==> src/rtl/fifo_read_arbiter.sv <==
// Round-robin sharing of one FIFO read port among NUM_REQ consumers, granting bursts of up to MAX_BURST pops.
// rinc is combinational in the pop cycle; dout/dvalid are registered one cycle after the pop.
// Pops only while the owner requests and the FIFO is non-empty; one idle bubble separates grants. FIFO_ARB_STATS_EN adds pop_count.
module fifo_read_arbiter #(
  parameter int NUM_REQ   = 4,
  parameter int DATA_SIZE = 8,
  parameter int MAX_BURST = 4
) (
  input  logic                 rclk,
  input  logic                 rrst,
  input  logic [NUM_REQ-1:0]   req,
  input  logic                 rempty,
  input  logic [DATA_SIZE-1:0] rdata,
  output logic                 rinc,
  output logic [NUM_REQ-1:0]   gnt,
  output logic [DATA_SIZE-1:0] dout,
  output logic [NUM_REQ-1:0]   dvalid
`ifdef FIFO_ARB_STATS_EN
  ,
  output logic [NUM_REQ*16-1:0] pop_count
`endif
);

  localparam int OW = (NUM_REQ > 1) ? $clog2(NUM_REQ) : 1;
  localparam int BW = $clog2(MAX_BURST + 1);

  typedef enum logic {IDLE, BURST} state_t;

  state_t               state_q, state_d;
  logic [OW-1:0]        owner_q, owner_d;
  logic [OW-1:0]        last_q, last_d;
  logic [BW-1:0]        beat_q, beat_d;
  logic [NUM_REQ-1:0]   gnt_q, gnt_d;
  logic [NUM_REQ-1:0]   dvalid_q, dvalid_d;
  logic [DATA_SIZE-1:0] dout_q, dout_d;

  logic                 sel_vld;
  logic [OW-1:0]        sel_idx;
  logic [OW-1:0]        cand;
  logic [BW-1:0]        beat_inc;
  logic [NUM_REQ-1:0]   owner_oh;

  // Round-robin pick: first requester found searching upward from last+1, wrapping modulo NUM_REQ.
  always_comb begin
    sel_vld = 1'b0;
    sel_idx = '0;
    cand    = '0;
    for (int k = 1; k <= NUM_REQ; k++) begin
      cand = OW'((int'(last_q) + k) % NUM_REQ);
      if (!sel_vld && req[cand]) begin
        sel_vld = 1'b1;
        sel_idx = cand;
      end
    end
  end

  // Grant FSM next state, pop strobe and output capture.
  always_comb begin
    state_d  = state_q;
    owner_d  = owner_q;
    last_d   = last_q;
    beat_d   = beat_q;
    gnt_d    = gnt_q;
    dout_d   = dout_q;
    dvalid_d = '0;
    beat_inc = beat_q + BW'(1);
    owner_oh = NUM_REQ'(1) << owner_q;
    // Suppressed during reset so a burst cut by reset never pops a word that would be lost.
    rinc     = (state_q == BURST) && req[owner_q] && !rempty && !rrst;

    case (state_q)
      IDLE: begin
        if (sel_vld && !rempty) begin
          state_d = BURST;
          owner_d = sel_idx;
          gnt_d   = NUM_REQ'(1) << sel_idx;
          beat_d  = '0;
        end
      end
      BURST: begin
        if (rinc) begin
          dout_d   = rdata;
          dvalid_d = owner_oh;
          beat_d   = beat_inc;
        end
        if ((rinc && beat_inc == BW'(MAX_BURST)) || !req[owner_q] || rempty) begin
          state_d = IDLE;
          gnt_d   = '0;
          last_d  = owner_q;
        end
      end
      default: begin
        state_d = IDLE;
        gnt_d   = '0;
      end
    endcase
  end

  // State and output registers; last pointer resets so requester 0 wins first.
  always_ff @(posedge rclk) begin
    if (rrst) begin
      state_q  <= IDLE;
      owner_q  <= '0;
      last_q   <= OW'(NUM_REQ - 1);
      beat_q   <= '0;
      gnt_q    <= '0;
      dout_q   <= '0;
      dvalid_q <= '0;
    end else begin
      state_q  <= state_d;
      owner_q  <= owner_d;
      last_q   <= last_d;
      beat_q   <= beat_d;
      gnt_q    <= gnt_d;
      dout_q   <= dout_d;
      dvalid_q <= dvalid_d;
    end
  end

  assign gnt    = gnt_q;
  assign dout   = dout_q;
  assign dvalid = dvalid_q;

`ifdef FIFO_ARB_STATS_EN
  logic [NUM_REQ*16-1:0] cnt_q, cnt_d;

  // Per-requester saturating pop counters, updated alongside dvalid.
  always_comb begin
    cnt_d = cnt_q;
    for (int i = 0; i < NUM_REQ; i++) begin
      if (rinc && owner_q == OW'(i) && cnt_q[16*i +: 16] != 16'hFFFF) begin
        cnt_d[16*i +: 16] = cnt_q[16*i +: 16] + 16'd1;
      end
    end
  end

  // Counter register.
  always_ff @(posedge rclk) begin
    if (rrst) begin
      cnt_q <= '0;
    end else begin
      cnt_q <= cnt_d;
    end
  end

  assign pop_count = cnt_q;
`endif

endmodule

==> config.mk <==
export PLATFORM = sky130hd
export DESIGN_NAME = fifo_read_arbiter
export DESIGN_NICKNAME = d
export VERILOG_FILES = /design/src/rtl/fifo_read_arbiter.sv
export SDC_FILE = /design/constraint.sdc
export NUM_CORES = 1
export LEC_CHECK = 0
export CORE_MARGIN = 2
export CORE_UTILIZATION = 56
export DETAILED_ROUTE_END_ITERATION = 10
export DONT_BUFFER_PORTS = 1
export HOLD_SLACK_MARGIN = 0.02
export PLACE_DENSITY_LB_ADDON = 0.05
export SKIP_LAST_GASP = 1
export SLEW_MARGIN = 25
export SYNTH_ARGS = -nofsm -noshare
export SYNTH_HDL_FRONTEND = slang
export SYNTH_SLANG_ARGS = --single-unit
==> constraint.sdc <==
create_clock -name rclk -period 2 [get_ports rclk]
set_input_delay 0.3 -clock rclk [delete_from_list [all_inputs] [get_ports rclk]]
set_output_delay 0.3 -clock rclk [all_outputs]
set_load 0.01 [all_outputs]
==> results of run 1 <==
-- what timing repair did --
action / in CTS / in global routing
hold buffers: 0 / 1
endpoints found under the setup margin: 1 / 1
endpoints found under the hold margin: 0 / 2
buffers inserted: 0 / 0
gates resized for setup: 2 / 1
-- cell type report --
class / count / area (um2)
Sequential cell: 24 / 483
Clock buffer: 3 / 22.5
Tap cell: 27 / 33.8
Multi-Input combinational cell: 83 / 593
Clock inverter: 1 / 30.0
Inverter: 6 / 25.0
Timing Repair Buffer: 2 / 17.5
Fill cell: 179 / 737
-- worst max-delay path, stage by stage (launching register included) --
cell and delay (ps):
dfxtp_2 430, mux2_4 350, a22o_2 350, nand2_8 110, inv_4 40
-- power by group --
part	switching, mW	leakage, nW	internal [mW]
registers	0.0242	0.196	0.497
clock network	0.142	0.0279	0.203
logic	0.0701	0.248	0.0493
-- routing by layer --
| metal | global-route usage [%] | part of all wire [%] | up-vias |
|---|---|---|---|
| li1 | - | - | 447 |
| met1 | 24.6 | 44 | 430 |
| met2 | 35.8 | 50 | 22 |
| met3 | 5.52 | 4.6 | 5 |
| met4 | 7.14 | 1.4 | 0 |
| met5 | 0 | 0 | - |
-- registers in the layout (all words and copies together), names as in the netlist --
signal	cells
beat_q	3
dout	8
gnt	4
state_q	1
last_q	2
owner_q	2
dvalid	4
-- worst paths after layout --
path / start / endpoint / slack, ps / cells past startpoint
max: owner_q[0] / rinc / 100 / 4
min: rempty / state_q / 40 / 1
max reg2reg: owner_q[0] / beat_q[2] / 450 / 4
min reg2reg: beat_q[1] / beat_q[1] / 480 / 2
-- layout by cell type, fill, tap and decap left out, types with 3 or more instances in the layout --
cell type   n
nor2_1      7
clkbuf_4    3
a32o_1      4
o21ai_0     4
dfxtp_1    22
o211ai_1    8
nand3_1    11
nand2_1    10
inv_1       5
-- metrics by stage --
stage               util, %  hold WS, ps  cell area, um2
floorplan                 -          376            1140
CTS                    61.5         20.9            1190
finish                 62.0         37.9            1200
global route           62.0         22.1            1200
detailed placement     58.6          372            1140
global placement       58.6          374            1140
-- cells by family (layout without fill, tap and decap cells) --
logic type	after synthesis	in the layout	synth area share [%]
multiplexers	4	4	4.41
AND/OR/NAND/NOR	45	45	21.3
adder cells (fa/ha/maj)	2	2	2.20
buffers and inverters	12	12	5.62
AO/OA/AOI/OAI	32	32	24.2
flip-flops	24	24	42.3
==> metrics.md, run 1 <==
| Metric | Value |
|---|---|
| Status | finished clean |
| Total CTS buffers | 3 |
| Die area | 2400 um2 |
| Syn_area_per_cell | 9.55 um2 |
| Synth warn | 0 |
| Synth unique cells | 41 |
| Post-synth EDFFs | 0 |
| Routability cong. | 0.897 |
| Peak VDD IR | 0.452 mV |
| Syn nets | 136 |
| Rows | 16 |
| Vias per cell | 6.19 |
| Starting Density | 58.5% |
| Clock skew | 5.11 ps |
| Antenna Cells | 0 |
| DRT Pass-1 Iters | 4 |
| I/O pins | 32 |
| Dpl cells | 141 |
| Fin. Hold Viols | 0 |
| Layout cell share with drive strength beyond 1 | 14.3% |
| Setup TNS | 0 ps |
| Top cells by count, synth | dfxtp_1, nand3_1, nand2_1 |
| DRC viols | 0 |
| Worst-path fanout max | 10 |
| Critical Path End Type | primary output |
| Tot GR Track Use | 20.7% |
| Startpoint class of the critical path | flip-flop |
| Clock latency at the later pin of the worst-skew pair | 310 ps |
| Worst hold path class | in2reg |
| Rel. slew slack | 64.0% |
| Largest net degree at the start of global routing | 15 |
| DP HPWL | 1690 um |
| Post-Synthesis Cells | 119 |
| Max Fclk | 0.526 GHz |
| Kind of critical path | reg2out |
| Clk pin slew, worst setup/hold paths | 130 ps |
| Slack of the critical path | 97.4 ps |
| Global-route wire length before repair | 3860 um |
| DR vias | 904 |
| Post-synthesis sequential area ratio | 42.3% |
| Nets | 137 |
| Port bufs | 0 |
| Final Cycle Share | 95.1% |
| Core area | 1940 um2 |
| Ys flop type | dfxtp_1 |
| Die height | 49.0 um |
| Pwr Density | 817 nW/um2 |
| Detail Route Antenna Nets | 0 |
| Top cells by area, synth | dfxtp_1, o211ai_1, nand3_1 |
| Initial DRC Count | 12 |
| Worst EP required | 1700 ps |
| Critical Path AT | 1600 ps |
| Number of global-route vias before repair | 846 |
| Worst-Margin Slew | 535 ps |
| Max Cap Violations | 0 |
| RSZ-0062 raised after global routing | no |
| Area grow syn2layout | 6.06% |
| Final setup fails | 0 |
| Most frequent cell after synthesis | dfxtp_1 |
| Pre-CTS worst setup slack | 281 ps |
| H-tree depth | 1 |
| Post-synth ARST share | 0% |
| DR WL/cell | 15.3 um |
| CTS Buffer Depth | 2 |
| Area share of the largest cell type after synthesis | 42.3% |
| Root buffer cell | clkbuf_4 |
| Final Non-Filler Cells | 146 |
| Drt total wl | 2240 um |
| Final Power | 0.985 mW |
| Initial antenna violation count | 0 |
| Syn Std Cell Area | 1140 um2 |
| #FFs+latches synth | 24 |
| Max Slew Vio Count | 0 |
| Tmin final | 1900 ps |
| Die width | 49.0 um |
| Clock Sink Count | 24 |
| Area leader, netlist | dfxtp_1 |
| CTS tree | built |
| Leakage | 0.472 nW |
| Grt total ovfl | 0 |
Note: power is estimated with default switching activity, not from simulation.
==> run 2: changes to the inputs <==
--- a/config.mk
+++ b/config.mk
@@ -11,6 +11,7 @@
 export DONT_BUFFER_PORTS = 1
 export HOLD_SLACK_MARGIN = 0.02
 export PLACE_DENSITY_LB_ADDON = 0.05
+export SETUP_SLACK_MARGIN = 0.2
 export SKIP_LAST_GASP = 1
 export SLEW_MARGIN = 25
 export SYNTH_ARGS = -nofsm -noshare
==> metrics.md, run 2 (same netlist as run 1, synthesis figures left out) <==
| Metric | Value |
|---|---|
| Max Fclk | 0.573 GHz |
| Clock skew | 5.66 ps |
| Worst hold-check slack | 35.1 ps |
| Die height | 49.0 um |
| Kind of critical path | reg2out |
| Rel. slew slack | 64.2% |
| Pwr Density | 803 nW/um2 |
| Final Cycle Share | 87.3% |
| Worst-Margin Slew | 533 ps |
| WL met3 | 122 um |
| Initial antenna violation count | 0 |
| CTS Buffer Depth | 2 |
| Die width | 49.0 um |
| Post-layout util | 64.4% |
| Total CTS buffers | 3 |
| Worst EP required | 1700 ps |
| Area grow syn2layout | 10.0% |
| Worst hold path class | in2reg |
| Worst-path fanout max | 6 |
| DR vias | 935 |
| H-tree depth | 1 |
| Root buffer cell | clkbuf_4 |
| Setup TNS | 0 ps |
| Max Cap Violations | 0 |
| Layout cell share with drive strength beyond 1 | 17.1% |
| Status | finished clean |
| Slack of the critical path | 254 ps |
| Final setup fails | 0 |
| Initial DRC Count | 21 |
| Startpoint class of the critical path | flip-flop |
| Antenna Cells | 0 |
| Starting Density | 58.5% |
| DRT Pass-1 Iters | 4 |
| Leakage | 0.497 nW |
| Port bufs | 0 |
| Pre-CTS worst setup slack | 281 ps |
| Fin. Hold Viols | 0 |
| CTS tree | built |
| Die area | 2400 um2 |
| WL met1 | 1040 um |
| Peak VDD IR | 0.459 mV |
| Clock Sink Count | 24 |
| Rows | 16 |
| Critical Path AT | 1450 ps |
| RSZ-0062 raised after global routing | no |
| Number of global-route vias before repair | 856 |
| I/O pins | 32 |
| Tmin final | 1750 ps |
| Detail Route Antenna Nets | 0 |
| Max Slew Vio Count | 0 |
| DR WL/cell | 16.0 um |
| Highest Signal Layer | met4 |
| Routability cong. | 0.897 |
| Met2 wire length | 1210 um |
| Nets | 141 |
| Vias per cell | 6.23 |
| Critical Path End Type | primary output |
| Clk pin slew, worst setup/hold paths | 130 ps |
| Core area | 1940 um2 |
| Global-route wire length before repair | 4000 um |
| Filler instances | 170 |
| Final Cell Area | 1250 um2 |
| Most frequent cells in the layout | dfxtp_1, nand3_1, nand2_1 |
| Largest net degree at the start of global routing | 15 |
| Max reg flops | 8 |
| DRC viols | 0 |
| Grt total ovfl | 0 |
| Clock latency at the later pin of the worst-skew pair | 310 ps |
| DP HPWL | 1690 um |
| Dpl cell area | 1140 um2 |
| Commonest non-fill, non-tap cell in the layout | dfxtp_1 |
| Drt total wl | 2400 um |
| Tot GR Track Use | 21.4% |
## run 2: cell count changes in the layout (fill, tap and decap cells not counted)
cell | before | now
dfxtp_2 | 2 | 1
nor2_2 | 1 | 0
buf_4 | 1 | 5
nor2_4 | 0 | 1
a22o_4 | 0 | 1
a22o_2 | 1 | 0
dfxtp_4 | 0 | 1
## run 2: metal layers
| layer | vias to the layer above | track usage, % |
|---|---|---|
| li1 | 454 | - |
| met1 | 443 | 25.6 |
| met2 | 34 | 37.2 |
| met3 | 4 | 5.52 |
| met4 | 0 | 7.14 |
| met5 | - | 0 |
## run 2: worst max-delay path, stage by stage, from the launching register on
cell	delay, ps
dfxtp_4	400
mux2_4	320
a22o_4	290
nand2_8	80
inv_4	40
## run 2: worst paths after layout
path / from / end / slack, ps / depth (start not counted)
setup / recovery: owner_q[0] / rinc / 250 / 4
hold / removal: rempty / state_q / 40 / 1
setup reg to reg: owner_q[0] / beat_q[2] / 340 / 5
hold reg to reg: beat_q[1] / beat_q[1] / 470 / 2
## run 2: where the power goes
part           internal (mW)  switching [mW]
Clock                  0.203           0.144
Combinational         0.0601          0.0773
Sequential             0.497          0.0228
## run 2: layout make-up
class	count	area (um2)	area share [%]
clock buffers	3	22.5	1.80
clock inverters	1	30.0	2.40
inverters	6	25.0	2.00
multi-input cells	83	606	48.4
flip-flops and latches	24	485	38.8
well taps	27	33.8	2.70
repair buffers	6	47.5	3.80
## run 2: metrics by stage
stage	power, mW	instances
4_1_cts	1.00	148
3_5_place_dp	0.648	141
2_1_floorplan	0.635	119
3_3_place_gp	0.645	141
5_1_grt	1.05	150
6_report	1.00	150
## run 2: timing repair
| item | in CTS | in global routing |
|---|---|---|
| gates resized for setup | 5 | 1 |
| pin swaps | 1 | 0 |
| hold endpoints to repair | 0 | 2 |
| hold buffers | 0 | 1 |
| endpoints found under the setup margin | 1 | 1 |
| buffers inserted | 3 | 1 |
==> RTL edit, RTL diff (config.mk and constraints of run 1) <==
Take the reset off `dout_q` and load it in a clocked block of its own.
--- a/src/rtl/fifo_read_arbiter.sv
+++ b/src/rtl/fifo_read_arbiter.sv
@@ -105,5 +105,4 @@
       beat_q   <= '0;
       gnt_q    <= '0;
-      dout_q   <= '0;
       dvalid_q <= '0;
     end else begin
@@ -113,7 +112,10 @@
       beat_q   <= beat_d;
       gnt_q    <= gnt_d;
-      dout_q   <= dout_d;
       dvalid_q <= dvalid_d;
     end
+  end
+
+  always_ff @(posedge rclk) begin
+    dout_q <= dout_d;
   end
 
Check against the original RTL: differs if rrst is asserted again (counterexample within 4 cycles, from zero or initial values and one cycle with rrst high); with rrst held inactive, the same outputs for 10 cycles.
==> RTL edit against run 1 <==
- via count is 19% lower
- largest cell class is now flip-flops and latches
- critical path type unchanged
- setup slack better by 0.018 ns
- synthesized cell count is 20% lower
- utilization is 0.93 points higher
- highest routed layer unchanged
- sequential cell count stayed put
- total power is 13% lower
- routed wire length is 18% lower
- design area is 7.8% lower
- non-clock buffer count is 1 lower
- area after synthesis is 4.8% lower
==> RTL edit: results <==
[place]
dp_slack_ns = 0.3871
gp_congestion = 0.7895
dpl.hpwl_mm = 1.359
dp_cells = 116
postPlaceCellArea_mm2 = 0.001075

[final_layout]
multi_input_area_share_pct = 42.45
layout.nonclk_buf_share_pct = 0.9009
drive_gt1_share_pct = 10.42
multi_input_gates = 64
multi_input_area_um2 = 471.7
nClkBuffers = 4
clkCellAreaFrac_pct = 2.365
fill_cells = 166
nNetsFinal = 114
numSequentialCells = 24
stdcell_count = 121

[global_route]
grtUsageMet3_pct = 5.283
grt_pass1_wl_mm = 2.842
use_met1_pct = 22.94
grt_pass1_vias = 623
grt_usage_pct = 17.83

[floorplanning]
rows = 15

[critical_path]
cp.arrival_ns = 1.58
reg2reg_to = "beat_q[1]"
slowest_delay_ns = 0.55
worstPathMaxFanout = 9
cp_slowest_cell = "mux4_2"

[logic_synthesis]
synth_edf_count = 8
synth_common_cells = "dfxtp_1 (16), nor2_1 (10), edfxtp_1 (8)"
ys_types = 37
yosys-top-cells-area = "dfxtp_1 (30%), edfxtp_1 (22%), nand3b_1 (4.9%), mux2i_1 (3.7%), nor2_1 (3.5%)"

[detailed_routing]
wl_met3_um = 95
drtIter0Drc = 19
via_per_inst = 6.033
met2WireLength_um = 900

[outcome]
status = "finished, final reports clean"

[clocking]
path_clk_slew_ns = 0.11
clock_latency_ns = 0.29

[hold_path]
min_to = "owner_q[1]"

[sta]
tightest_slew_ns = 0.6512

[power_and_ir_drop]
leakagePower_uw = 0.0003879
[RTL edit: cell types whose count changed after synthesis, moves of 3 or more]
| cell | delta |
|---|---|
| edfxtp_1 | +8 |
| dfxtp_1 | -8 |
| nand3_1 | -9 |
| o211ai_1 | -8 |
| nor2_1 | +3 |
| o21ai_0 | -4 |
| nand2_1 | -6 |
| a32o_1 | -4 |
| o22ai_1 | +3 |
| nand3b_1 | +6 |
[RTL edit: logic make-up (layout without fill, tap and decap cells)]
family                   Yosys count  after routing  share of synthesized area (%)
AO/OA/AOI/OAI                     15             15                          11.11
adder cells (fa/ha/maj)            2              2                          2.314
buffers and inverters              7              8                          4.513
flip-flops                        24             24                          51.85
multiplexers                       5              5                          5.787
AND/OR/NAND/NOR                   42             42                          24.42
[RTL edit: critical path, delay by kind of cell, from the launching register on]
kind          cells  cell delay [ns]
simple gates      1             0.21
mux               1             0.55
flops             1             0.52
[RTL edit: power breakdown]
group	internal, uW	switching (uW)
Combinational	47.0	49.4
Sequential	526	32.5
Clock	77.5	125
Total	650	206
